--- src/rtl/byte_stripping_2f.sv ---
// byte_stripping_2f
// Splits a single byte stream running at the 2f rate into two aligned byte
// lanes (stripe 0 = even-position bytes, stripe 1 = odd-position bytes).
// The lanes change only on every second clk_2f edge (the clk_f-equivalent
// publish edge). A pair that completes between publish edges waits in a
// one-deep pending register. A lone byte is flushed as a half pair, with
// stripe 1 marked invalid, after FLUSH_TIMEOUT idle cycles.
//
// Collection states:
//   state    | meaning
//   ---------+----------------------------------------------------------
//   ST_EMPTY | lane_ptr = 0, no byte held; the next valid byte goes to hold0
//   ST_HALF  | lane_ptr = 1, hold0 occupied; waiting for the partner byte
//            | or for the idle flush
module byte_stripping_2f #(
  parameter int DATA_WIDTH    = 8,
  parameter int FLUSH_TIMEOUT = 4
) (
  input  logic                  clk_2f,
  input  logic                  reset,
  input  logic [DATA_WIDTH-1:0] data_in,
  input  logic                  valid_in,
  output logic [DATA_WIDTH-1:0] data_stripe_0,
  output logic [DATA_WIDTH-1:0] data_stripe_1,
  output logic                  valid_stripe_0,
  output logic                  valid_stripe_1,
  output logic                  phase_f,
  output logic                  overflow_err
);

  localparam int CNT_W = $clog2(FLUSH_TIMEOUT + 1);
  localparam logic [CNT_W-1:0] IDLE_LAST = CNT_W'(FLUSH_TIMEOUT - 1);

  typedef enum logic {
    ST_EMPTY = 1'b0,
    ST_HALF  = 1'b1
  } lane_state_t;

  lane_state_t           r_state;
  lane_state_t           w_state_nxt;
  logic [DATA_WIDTH-1:0] r_hold0;
  logic [DATA_WIDTH-1:0] w_hold0_nxt;
  logic [CNT_W-1:0]      r_idle_cnt;
  logic [CNT_W-1:0]      w_idle_cnt_nxt;

  // Pair produced by the collector on the current edge.
  logic                  w_pair_done;
  logic [DATA_WIDTH-1:0] w_pair_d0;
  logic [DATA_WIDTH-1:0] w_pair_d1;
  logic                  w_pair_v1;

  // One-deep pending slot for pairs completing off the publish edge.
  logic                  r_pend_valid;
  logic [DATA_WIDTH-1:0] r_pend_d0;
  logic [DATA_WIDTH-1:0] r_pend_d1;
  logic                  r_pend_v1;

  logic                  r_phase_f;
  logic [DATA_WIDTH-1:0] r_data_0;
  logic [DATA_WIDTH-1:0] r_data_1;
  logic                  r_valid_0;
  logic                  r_valid_1;
  logic                  r_overflow;

  // phase_f high before an edge marks that edge as a publish edge.
  logic                  w_publish;
  assign w_publish = r_phase_f;

  // Collector state, hold register and idle counter.
  always_ff @(posedge clk_2f) begin
    if (reset) begin
      r_state    <= ST_EMPTY;
      r_hold0    <= '0;
      r_idle_cnt <= '0;
    end else begin
      r_state    <= w_state_nxt;
      r_hold0    <= w_hold0_nxt;
      r_idle_cnt <= w_idle_cnt_nxt;
    end
  end

  // Next collector state; pair completion by partner byte or by idle flush.
  // A valid byte on the final idle edge wins over the flush.
  always_comb begin
    w_state_nxt    = r_state;
    w_hold0_nxt    = r_hold0;
    w_idle_cnt_nxt = '0;
    w_pair_done    = 1'b0;
    w_pair_d0      = r_hold0;
    w_pair_d1      = '0;
    w_pair_v1      = 1'b0;
    case (r_state)
      ST_EMPTY: begin
        if (valid_in) begin
          w_hold0_nxt = data_in;
          w_state_nxt = ST_HALF;
        end
      end
      ST_HALF: begin
        if (valid_in) begin
          w_pair_done = 1'b1;
          w_pair_d1   = data_in;
          w_pair_v1   = 1'b1;
          w_state_nxt = ST_EMPTY;
        end else if (r_idle_cnt == IDLE_LAST) begin
          w_pair_done = 1'b1;
          w_state_nxt = ST_EMPTY;
        end else begin
          w_idle_cnt_nxt = r_idle_cnt + 1'b1;
        end
      end
      default: begin
        w_state_nxt = ST_EMPTY;
      end
    endcase
  end

  // Phase marker, pending slot, lane outputs and overflow checker.
  always_ff @(posedge clk_2f) begin
    if (reset) begin
      r_phase_f    <= 1'b0;
      r_pend_valid <= 1'b0;
      r_pend_d0    <= '0;
      r_pend_d1    <= '0;
      r_pend_v1    <= 1'b0;
      r_data_0     <= '0;
      r_data_1     <= '0;
      r_valid_0    <= 1'b0;
      r_valid_1    <= 1'b0;
      r_overflow   <= 1'b0;
    end else begin
      r_phase_f <= ~r_phase_f;
      if (w_publish) begin
        if (r_pend_valid) begin
          // Older pair goes out first; a same-edge pair takes its slot.
          r_data_0     <= r_pend_d0;
          r_data_1     <= r_pend_d1;
          r_valid_0    <= 1'b1;
          r_valid_1    <= r_pend_v1;
          r_pend_valid <= w_pair_done;
          if (w_pair_done) begin
            r_pend_d0 <= w_pair_d0;
            r_pend_d1 <= w_pair_d1;
            r_pend_v1 <= w_pair_v1;
          end
        end else if (w_pair_done) begin
          r_data_0  <= w_pair_d0;
          r_data_1  <= w_pair_d1;
          r_valid_0 <= 1'b1;
          r_valid_1 <= w_pair_v1;
        end else begin
          r_valid_0 <= 1'b0;
          r_valid_1 <= 1'b0;
        end
      end else if (w_pair_done) begin
        if (r_pend_valid) begin
          r_overflow <= 1'b1;
        end else begin
          r_pend_valid <= 1'b1;
          r_pend_d0    <= w_pair_d0;
          r_pend_d1    <= w_pair_d1;
          r_pend_v1    <= w_pair_v1;
        end
      end
    end
  end

  assign data_stripe_0  = r_data_0;
  assign data_stripe_1  = r_data_1;
  assign valid_stripe_0 = r_valid_0;
  assign valid_stripe_1 = r_valid_1;
  assign phase_f        = r_phase_f;
  assign overflow_err   = r_overflow;

endmodule
--- config.mk ---
export PLATFORM = sky130hd
export DESIGN_NAME = byte_stripping_2f
export DESIGN_NICKNAME = d
export VERILOG_FILES = /design/src/rtl/byte_stripping_2f.sv
export SDC_FILE = /design/constraint.sdc
export NUM_CORES = 1
export LEC_CHECK = 0
export CAP_MARGIN = 15
export CORE_UTILIZATION = 45
export DETAILED_ROUTE_END_ITERATION = 8
export DONT_BUFFER_PORTS = 1
export GPL_TIMING_DRIVEN = 0
export PLACE_DENSITY = 0.65
export RECOVER_POWER = 25
export SYNTH_ARGS = -nofsm -noshare
export SYNTH_HDL_FRONTEND = slang
export SYNTH_SLANG_ARGS = --single-unit
--- constraint.sdc ---
create_clock -name clk_2f -period 2.7 [get_ports clk_2f]
set_input_delay 0.405 -clock clk_2f [delete_from_list [all_inputs] [get_ports clk_2f]]
set_output_delay 0.405 -clock clk_2f [all_outputs]
set_load 0.1 [all_outputs]
### Word level (Yosys, flattened, before mapping)

Index checks and enable logic that the tools add are counted.

| operators by class | value |
|---|---|
| add/subtract/negate cells | 1 |
| reductions and logical operators | 7 |
| multiplexer cells | 34 |
| bitwise operators | 2 |
| eq/ne operators | 4 |

Operator list:

| operator | count |
|---|---|
| $mux 8 | 14 |
| $mux 1 | 19 |
| $ne 2x2->1 const B | 2 |
| $reduce_and 2->1 | 2 |
| $reduce_and 4->1 | 1 |
| $reduce_bool 2->1 | 2 |
| $reduce_or 4->1 | 1 |
| $add 3x1->3 const B | 1 |
| $eq 3x2->1 const B | 1 |
| $reduce_and 3->1 | 1 |
| $ne 2x1->1 const B | 1 |
| $not 1->1 | 2 |
| $pmux 1 s2 | 1 |

| word-level totals | value |
|---|---|
| register bits | 50 |
| input bits | 11 |
| output and inout port bits | 20 |
| word-level logic and storage cells | 61 |

### Longest topological paths before layout

| logic depth | value |
|---|---|
| word-level depth | 7 |
| mapped depth | 7 |

### Worst setup path before layout

OpenSTA, ideal clock, no wires.

| timing path | value |
|---|---|
| path kind | register to register |
| start | reg r_phase_f, in the netlist phase_f |
| end | reg r_data_0[6], in the netlist data_stripe_0[6] |
| stages on the path, launching flop included | 5 |
| buffers on the path | 1 |
| clock period less this slack | 2.127 ns |
| arrival time | 2.047 ns |
| slack | 0.573 ns |
| library setup time | 0.080 ns |
| cells stage by stage | dfxtp_1 -> o211a_2 -> buf_1 -> nor3_1 -> a211oi_2 |

| on the way | value |
|---|---|
| longest elaborated chain between the ends | 1 |

RTL lines:

| item | RTL line | source |
|---|---|---|
| start: declaration | 58 | `logic r_phase_f;` |
| start signal: assignment | 132 | `r_phase_f <= ~r_phase_f;` |
| $reduce_and 2->1 (no source line) | - |  |
| end signal: assignment | 136 | `r_data_0 <= r_pend_d0;` |
| end signal: assignment | 147 | `r_data_0 <= w_pair_d0;` |
| end: declaration | 59 | `logic [DATA_WIDTH-1:0] r_data_0;` |

Every way passes these cells.
A chain may end at the register's enable or synchronous reset.

### Worst setup path after layout

| timing path | value |
|---|---|
| start | reg r_phase_f, in the netlist phase_f |
| end | reg r_data_0[7], in the netlist data_stripe_0[7] |

Same word-level chain as after synthesis.

==> summary.txt <==
Drt
  – DR vias: 1562
  – Vias per cell: 5.519
  – Drt wl/cell: 15.22 um
  – Post-DRT Antenna Nets: 0
  – Total Wirelength: 4308 um
  – Number of DRC markers in iteration 0: 86
  – Drt pass-1 iters: 4
  – # DRC: 0

Final layout
  – Final Net Count: 243
  – Synth-to-layout area growth: 7.640%
  – FF+latch area: 1001 sq um
  – Layout Cells excl Fill: 283
  – Post-route cell area: 2203 sq um
  – # diodes: 0
  – Share of layout cells above drive strength 1: 0.07359
  – Multi-input logic area: 930.9 sq um
  – # fillers: 415

Clock tree
  – Clk root buf: clkbuf_8
  – # hold bufs at CTS: 0
  – Postcts setup bufs: 0
  – Clock latency on the worst-skew pair: 0.30 ns
  – CTS tree: done
  – CTS resizes: 0
  – Sink Count: 50
  – Clock slew at reported path FFs: 0.08 ns
  – CTS Buffer Depth: 2
  – CTS H-tree depth: 2
  – Num CTS Buffers: 5

Synth
  – Yosys cell types: 32
  – Top FF cell, synth: dfxtp_1
  – Seq cells post-synth: 50
  – Top cells by area, synth: dfxtp_1 (49%), mux2i_1 (12%), nand2_1 (9.2%), a21oi_1 (4.2%), a22oi_1 (2.9%)
  – Area leader, netlist: dfxtp_1
  – Synthesized Nets: 236
  – Post-Syn Area: 2047 sq um
  – Ys Warns: 0
  – Post-synth EDFFs: 0
  – Top-area cell type share of the netlist area: 0.4890
  – Sequential area share after synthesis: 0.4890
  – Ys async rst share: 0
  – Syn Inst Count: 223
  – Syn_area_per_cell: 9.179 sq um

Global route
  – Total track usage: 0.1924
  – GR Overflow Total: 0
  – First-pass GRT wire length: 7293 um
  – Pin count of the biggest net entering global routing: 15
  – Vias in the first global route: 1503
  – Antenna violations before repair: 0

Pwr
  – Sequential share of power: 0.617
  – Leak: 0.7687 nW
  – Power share of the clock group: 0.303
  – Gate power share: 0.080
  – Sw power: 0.4308 mW
  – VDD IR max: 0.0004004 V
  – Internal power: 1.018 mW
  – PwrDens: 657.4 nW/um^2
  – Switching share of power: 0.2974

Floorplan
  – Die width: 69.45 um
  – Die height: 69.45 um
  – # IOs: 31
  – Num rows: 24
  – Initial core utilization: 0.4701
  – Die area: 4823 sq um
  – CORE AREA: 4354 sq um

Worst setup path
  – Crit path from: phase_f
  – Critical Path Source Type: flip-flop
  – Worst EP arrival: 2.71 ns
  – Required time at the worst-slack endpoint: 2.92 ns
  – Largest fanout on the critical path: 10
  – R2r setup slk: 0.21 ns
  – Crit end category: flip-flop
  – WS Path Type: flip-flop to flip-flop
  – R2r startpoint: phase_f

STA
  – RSZ-0062 raised after global routing: false
  – Post-layout minimum cycle time: 2.490 ns
  – Final period util: 0.9222
  – Achievable clock frequency: 0.4016 GHz
  – Final hold viol count: 0
  – Slew Limit Headroom: 0.1888
  – Post-route setup slack: 0.2100 ns
  – Setup TNS: 0 ns
  – Slew at the pin closest to its max-slew limit: 1.215 ns
  – Min Hold Slack: 0.1845 ns
  – Setup violations, final: 0
  – Slew Viols, Final: 0
  – Skew final: 0.006304 ns

Min path
  – Hold Path Origin: reset
  – Hold/Removal Path Class: input pin to flip-flop

Place
  – Post-DP Area: 2112 sq um
  – Dpl ws: 0.2524 ns
  – Port Buffer Count: 0
  – Hpwl dp: 2984 um
  – DP Cell Count: 275
  – GP Congestion: 0.7609

Run status
  – Outcome: finished, final reports clean

Flow run
  – Max-Cap Viols: 0
==> path summary, 6_finish.rpt <==
kind / endpoint / cells past startpoint
worst min register to register: r_idle_cnt[0] / 1
worst max-delay path: data_stripe_0[7] / 4
worst max register to register: data_stripe_0[7] / 4
worst min-delay path: phase_f / 1
==> stage by stage <==
stage | util | power [mW]
floorplan | - | 0.9975
global placement | 0.4851 | 1.025
detailed placement | 0.4851 | 1.026
CTS | 0.5060 | 1.462
global route | 0.5060 | 1.509
finish | 0.5060 | 1.449
==> routing by layer <==
layer	wire length, um	up-vias	track usage
li1	-	788	-
met1	2021	715	0.2576
met2	1924	53	0.2999
met3	298	6	0.04506
met4	63	0	0.07483
met5	0	-	0
==> cells by family after synthesis <==
logic type	synth area share
adders and majority gates	0.01222
and+or+nand+nor	0.1559
muxes	0.1174
DFF	0.4890
AOI/OAI and AO/OA	0.1650
buffers and inverters	0.05622
xor gates and xnor gates	0.004280
==> power groups by stage <==
| stage | clock network [mW] | logic, mW | registers (mW) |
|---|---|---|---|
| finish | 0.439 | 0.116 | 0.894 |
| CTS | 0.451 | 0.116 | 0.894 |
| floorplan | 0 | 0.0922 | 0.905 |
| global route | 0.481 | 0.130 | 0.898 |
| detailed placement | 0 | 0.116 | 0.911 |
| global placement | 0 | 0.115 | 0.910 |
==> sequential cells by signal, summed over array words and instances, names as in the netlist <==
register,count
data_stripe_0,8
data_stripe_1,8
r_pend_valid,1
phase_f,1
valid_stripe_1,1
r_pend_d1,8
r_state,1
r_pend_d0,8
r_pend_v1,1
r_hold0,8
r_idle_cnt,3
overflow_err,1
valid_stripe_0,1
==> synthesized netlist by cell type (all sizes together) (2+ instances only) <==
master,number
nor2b,2
a21oi,17
buf,9
and3b,2
clkbuf,10
mux2i,24
ha,2
nor3,8
a211oi,9
a22oi,8
o31ai,8
nand2,50
dfxtp,50
o21a,2
nor2,6
o21ai,4
inv,2
==> area by class of cell <==
| type | count | area share |
|---|---|---|
| Inverter | 3 | 0.005111 |
| Multi-Input combinational cell | 151 | 0.4225 |
| Clock buffer | 7 | 0.03918 |
| Tap cell | 52 | 0.02953 |
| Buffer | 19 | 0.04713 |
| Sequential cell | 50 | 0.4543 |
| Clock inverter | 1 | 0.002271 |
==> worst max-delay path, cell delays in order, from the launching register on <==
cell      delay [ns]
dfxtp_1         1.14
o211a_2         0.48
buf_1           0.44
nor3_1          0.13
a211oi_2        0.23
==> cell usage in the layout (no fill, tap or decap), types with 2 or more instances in the layout <==
cell type	n
o21ai_0	4
mux2i_1	24
a211oi_2	2
a211oi_1	7
clkbuf_8	6
dfxtp_1	50
inv_1	2
and3b_1	2
o21a_1	2
a21oi_1	17
nor2_1	6
o31ai_1	8
clkbuf_1	10
buf_1	3
nand2_1	50
nor2b_1	2
nor3_1	8
buf_4	2
buf_6	3
a22oi_1	8
ha_1	2
Note: power is estimated with default switching activity, not from simulation.
